File: config.mk
export PLATFORM = sky130hd
export DESIGN_NAME = serial_payload_collector
export DESIGN_NICKNAME = d
export VERILOG_FILES = /design/src/rtl/sp_pkg.sv /design/src/rtl/payload_shreg.sv /design/src/rtl/serial_payload_collector.sv
export SDC_FILE = /design/constraint.sdc
export NUM_CORES = 1
export LEC_CHECK = 0
export ABC_AREA = 1
export BUFFER_PORTS_ARGS = -buffer_cell sky130_fd_sc_hd__buf_2
export CAP_MARGIN = 20
export CORE_ASPECT_RATIO = 0.6
export CORE_MARGIN = 2
export CORE_UTILIZATION = 30
export DETAILED_ROUTE_END_ITERATION = 10
export MAX_ROUTING_LAYER = met4
export PLACE_DENSITY_LB_ADDON = 0.25
export SLEW_MARGIN = 20
export SYNTH_ARGS = -nofsm -noshare
export SYNTH_HDL_FRONTEND = slang
export SYNTH_SLANG_ARGS = --single-unit
File: constraint.sdc
create_clock -name Clk -period 3.46 [get_ports Clk]
set_clock_uncertainty 0.2 [all_clocks]
set_input_delay 0.173 -clock Clk [delete_from_list [all_inputs] [get_ports Clk]]
set_output_delay 0.173 -clock Clk [all_outputs]
set_load 0.05 [all_outputs]
File: src/rtl/sp_pkg.sv
// ============================================================================
// Module : sp_pkg
// Brief  : Shared state encoding and default width for the serial payload
//          collector.
// Rev    : 1.0  initial release
// ============================================================================
`default_nettype none

package sp_pkg;

  localparam int DEF_DATA_W = 8;

  typedef enum logic [1:0] {
    ST_IDLE   = 2'd0,
    ST_SHIFT  = 2'd1,
    ST_PARITY = 2'd2,
    ST_HOLD   = 2'd3
  } sp_state_t;

endpackage : sp_pkg

`default_nettype wire

File: src/rtl/payload_shreg.sv
// ============================================================================
// Module : payload_shreg
// Brief  : MSB-first shift register with bit counter and frame-position flags.
// Rev    : 1.0  initial release
// ============================================================================
`default_nettype none

module payload_shreg
  import sp_pkg::*;
#(
  parameter int DATA_W = DEF_DATA_W
) (
  input  logic              clk,
  input  logic              rst,
  input  logic              i_clear,
  input  logic              i_load,
  input  logic              i_shift,
  input  logic              i_bit,
  output logic [DATA_W-1:0] o_word,
  output logic [DATA_W-1:0] o_next_word,
  output logic              o_last,
  output logic              o_full
);

  localparam int CNT_W = $clog2(DATA_W + 1);

  logic [DATA_W-1:0] r_shreg;
  logic [CNT_W-1:0]  r_count;

  // Load starts a fresh frame with the incoming bit so the first bit is kept.
  always_ff @(posedge clk) begin
    if (rst || i_clear) begin
      r_shreg <= '0;
      r_count <= '0;
    end else if (i_load) begin
      r_shreg <= {{(DATA_W-1){1'b0}}, i_bit};
      r_count <= CNT_W'(1);
    end else if (i_shift) begin
      r_shreg <= o_next_word;
      r_count <= r_count + CNT_W'(1);
    end
  end

  assign o_word      = r_shreg;
  assign o_next_word = {r_shreg[DATA_W-2:0], i_bit};
  assign o_last      = (r_count == CNT_W'(DATA_W - 1));
  assign o_full      = (r_count == CNT_W'(DATA_W));

endmodule : payload_shreg

`default_nettype wire

File: src/rtl/serial_payload_collector.sv
// ============================================================================
// Module : serial_payload_collector
// Brief  : Deserialises DATA_W payload bits (MSB first) into a word offered on
//          a valid/ready handshake. Define PAYLOAD_PARITY_EN for a trailing
//          even-parity bit per frame.
// Rev    : 1.0  initial release
// ============================================================================
`default_nettype none

module serial_payload_collector
  import sp_pkg::*;
#(
  parameter int DATA_W = DEF_DATA_W
) (
  input  logic              Clk,
  input  logic              Reset,
  input  logic              Active,
  input  logic              BitIn,
  input  logic              BitValid,
  output logic [DATA_W-1:0] DataOut,
  output logic              DataValid,
  input  logic              DataReady,
  output logic              Busy,
  output logic              Overrun,
  output logic              ParityErr
);

  sp_state_t         r_state;
  sp_state_t         w_state_nxt;
  logic [DATA_W-1:0] r_data;
  logic [DATA_W-1:0] w_data_nxt;
  logic              r_valid;
  logic              w_valid_nxt;
  logic              r_ovr;
  logic              w_ovr_nxt;
  logic              r_perr;
  logic              w_perr_nxt;

  logic              w_clear;
  logic              w_load;
  logic              w_shift;
  logic [DATA_W-1:0] w_word;
  logic [DATA_W-1:0] w_next_word;
  logic              w_last;
  logic              w_full;

  payload_shreg #(
    .DATA_W (DATA_W)
  ) u_shreg (
    .clk         (Clk),
    .rst         (Reset),
    .i_clear     (w_clear),
    .i_load      (w_load),
    .i_shift     (w_shift),
    .i_bit       (BitIn),
    .o_word      (w_word),
    .o_next_word (w_next_word),
    .o_last      (w_last),
    .o_full      (w_full)
  );

  always_ff @(posedge Clk) begin
    if (Reset) begin
      r_state <= ST_IDLE;
      r_data  <= '0;
      r_valid <= 1'b0;
      r_ovr   <= 1'b0;
      r_perr  <= 1'b0;
    end else begin
      r_state <= w_state_nxt;
      r_data  <= w_data_nxt;
      r_valid <= w_valid_nxt;
      r_ovr   <= w_ovr_nxt;
      r_perr  <= w_perr_nxt;
    end
  end

  always_comb begin
    w_state_nxt = r_state;
    w_data_nxt  = r_data;
    w_valid_nxt = r_valid;
    w_ovr_nxt   = 1'b0;
    w_perr_nxt  = 1'b0;
    w_clear     = 1'b0;
    w_load      = 1'b0;
    w_shift     = 1'b0;
    case (r_state)
      ST_IDLE: begin
        if (Active && BitValid) begin
          w_load      = 1'b1;
          w_state_nxt = ST_SHIFT;
        end
      end
      ST_SHIFT: begin
        if (!Active) begin
          w_clear     = 1'b1;
          w_state_nxt = ST_IDLE;
        end else if (BitValid) begin
          if (w_last) begin
`ifdef PAYLOAD_PARITY_EN
            w_shift     = 1'b1;
            w_state_nxt = ST_PARITY;
`else
            w_clear     = 1'b1;
            w_data_nxt  = w_next_word;
            w_valid_nxt = 1'b1;
            w_state_nxt = ST_HOLD;
`endif
          end else begin
            w_shift = 1'b1;
          end
        end
      end
      ST_PARITY: begin
`ifdef PAYLOAD_PARITY_EN
        if (!Active || !w_full) begin
          w_clear     = 1'b1;
          w_state_nxt = ST_IDLE;
        end else if (BitValid) begin
          w_clear = 1'b1;
          if (^{w_word, BitIn} == 1'b0) begin
            w_data_nxt  = w_word;
            w_valid_nxt = 1'b1;
            w_state_nxt = ST_HOLD;
          end else begin
            w_perr_nxt  = 1'b1;
            w_state_nxt = ST_IDLE;
          end
        end
`else
        w_clear     = 1'b1;
        w_state_nxt = ST_IDLE;
`endif
      end
      ST_HOLD: begin
        // Bits arriving while a word is pending are dropped, even on the accept cycle.
        w_ovr_nxt = BitValid;
        if (DataReady) begin
          w_valid_nxt = 1'b0;
          w_state_nxt = ST_IDLE;
        end
      end
      default: begin
        w_clear     = 1'b1;
        w_valid_nxt = 1'b0;
        w_state_nxt = ST_IDLE;
      end
    endcase
  end

`ifndef PAYLOAD_PARITY_EN
  logic w_unused_flags;
  assign w_unused_flags = w_full ^ (^w_word);
`endif

  assign DataOut   = r_data;
  assign DataValid = r_valid;
  assign Busy      = (r_state == ST_SHIFT) || (r_state == ST_PARITY);
  assign Overrun   = r_ovr;
`ifdef PAYLOAD_PARITY_EN
  assign ParityErr = r_perr;
`else
  assign ParityErr = 1'b0;
`endif

endmodule : serial_payload_collector

`default_nettype wire

==> impl_metrics.tcl <==
set metrics [dict create \
    grt_pass1_wl_mm 3.71 \
    hold_end "u_shreg.o_word[0]" \
    cp-start-kind "flip-flop" \
    cts.htree.levels 1 \
    syn_area_um2 1110 \
    hold_class "in -> reg" \
    syn_inst 161 \
    die_w_um 82.4 \
    seqCellArea_um2 460 \
    grt-ovfl-total 0 \
    netlist_top_cells_area "dfxtp_1 42%, nand2_1 16%, nor2_1 10%" \
    layout_common_cells "48 x nand2_1, 30 x nor2_1, 23 x dfxtp_1, 19 x inv_1, 16 x buf_2" \
    layout_commonest_cell "nand2_1" \
    worstHoldStart "BitIn" \
    hold_viol 0 \
    dr.pass1.iters 4 \
    multi_input_area_um2 529 \
    cts_tree "yes" \
    finalSetupTns_ps 0 \
    antenna_cells 0 \
    p_leak_nw 0.638 \
    crit_chain "inv_1, ha_1, inv_2, nor2_4, nand2_1, clkinv_1, nand3_1, a21oi_1" \
    post_cts_resized 0 \
    gp_congestion 0.744 \
    rrSetupSlack_ps 1530 \
    maxSlewViolCount 0 \
    postRouteAntennaNets 0 \
    cts_buffer_depth 2 \
    vias 924 \
    syn_nets 172 \
    cts.sinks 23 \
    setup_violations 0 \
    ys_types 21 \
    setup_ws_ps 1530 \
    critical_path_class "reg -> reg" \
    r2r-end "r_state[1]" \
    post-route-period-util_pct 55.7 \
    ys_warn_count 0 \
    required_ps 3420 \
    die_area_um2 4200 \
    min_path_cells 5 \
    min_period_ps 1930 \
    post-place-ws_ps 1560 \
    worstPathMaxFanout 11 \
    fmax_mhz 519 \
    antenna_found_initial 0 \
    cts_inserted_buffers 3 \
    synth-seq-cells 23 \
    drive_gt1_share_pct 15.5 \
    wl_mm 2.27 \
    status "finished, final reports clean" \
    cts-root-buf "clkbuf_8" \
    ys_seq_area_share_pct 41.6 \
    cp_slowest_cell "dfxtp_1" \
    synth_top_area_share_pct 41.6 \
    clk_latency_ps 260 \
    dr.first_iter.drc_count 53 \
    grtUsageTotal_pct 12.4 \
    arrival_ps 1890 \
    total_power_mw 0.504 \
    r2r-start "r_state[1]" \
    rows 17 \
    ir_drop_mv 0.204 \
    rsz0062_at_grt "no" \
    grt_max_degree 15 \
    post_drt_wl_per_cell_um 9.94 \
    die_h_um 51.0 \
    fill_cells 400 \
    cap_violations 0 \
    core_um2 3590 \
    detailed_place_hpwl_mm 1.75 \
    powerDensity_nw_per_um2 390 \
    vias_per_cell 4.05 \
    io_pins 18 \
    grt_pass1_vias 738 \
    io_buffers 16 \
    clk_pin_slew_ps 80 \
    drc 0 \
    avgSynthCellArea_um2 6.87 \
    nets 193 \
    crit_path_end_kind "flip-flop" \
    initial_core_util_pct 30.8 \
    area_growth_pct 16.7 \
    reg2regPathDepth 8 \
    synth_top_area_cell "dfxtp_1" \
    final_core_util_pct 35.9 \
    slowest_delay_ps 400 \
]
critical path: cells and delay by family, from the launching register on:
kind	cells	cell delay, ps
AOI/OAI and AO/OA	1	70
buffers and inverters	3	470
adders and majority gates	1	240
DFF	1	400
and+or+nand+nor	3	440
cells by family after synthesis:
kind of cell | synth area share, %
AOI/OAI and AO/OA | 8.60
and+or+nand+nor | 33.3
other | 0.339
DFF | 41.6
adders and majority gates | 5.66
buffers and inverters | 10.5
registers in the layout, indices dropped and copies added (netlist names):
register	flops
u_shreg.o_word	7
u_shreg.r_count	4
DataOut	8
r_state	2
Overrun	1
DataValid	1
synthesized netlist by cell type, drive strengths merged:
library cell,number
a21o,1
a21oi,3
buf,3
clkinv,2
conb,1
dfxtp,23
ha,5
inv,21
nand2,50
nand3,8
nand4,1
nor2,31
o21a,1
o21ai,10
o21bai,1
worst max path at each step:
stage	startpoint	to	slack (ps)	depth (start not counted)
after floorplan	r_state[0]	u_shreg.r_count[2]	1730	6
after global placement	r_state[1]	DataOut[2]	1620	8
after detailed placement	r_state[1]	r_state[1]	1560	8
after CTS	r_state[1]	r_state[1]	1540	8
after global routing	r_state[1]	DataOut[3]	1380	8
final	r_state[1]	r_state[1]	1530	8
cell type report:
type / count / area share, %
flip-flops and latches: 23 / 35.7
inverters: 23 / 6.69
repair buffers: 19 / 8.53
clock inverters: 1 / 0.388
multi-input cells: 112 / 41.0
clock buffers: 3 / 3.20
well taps: 47 / 4.55
power breakdown:
group / leakage, nW / total, mW / internal, mW / switching, mW
clock network: 0.0255 / 0.164 / 0.0803 / 0.0833
logic: 0.426 / 0.0671 / 0.0217 / 0.0454
registers: 0.186 / 0.273 / 0.269 / 0.00447
layer usage:
| metal | wire length (um) | vias up | track usage (%) | part of all wire [%] |
|---|---|---|---|---|
| li1 | - | 528 | - | - |
| met3 | 165 | 2 | 4.77 | 7.3 |
| met1 | 1380 | 376 | 20.0 | 61 |
| met5 | 0 | - | - | 0 |
| met2 | 701 | 18 | 13.0 | 31 |
| met4 | 16 | 0 | 3.33 | 0.71 |
stage by stage:
stage          instances  hold WS, ps  instance area, um^2
6_report             228         38.6                 1290
5_1_grt              228         48.1                 1290
4_1_cts              228         27.9                 1290
3_5_place_dp         221          226                 1210
3_3_place_gp         221          226                 1210
2_1_floorplan        161         42.1                 1110
timing repair:
item / in CTS / in global routing
hold buffers: 3 / 0
setup buffers: 0 / 0
hold endpoints to repair: 4 / 0
Note: power is estimated with default switching activity, not from simulation.
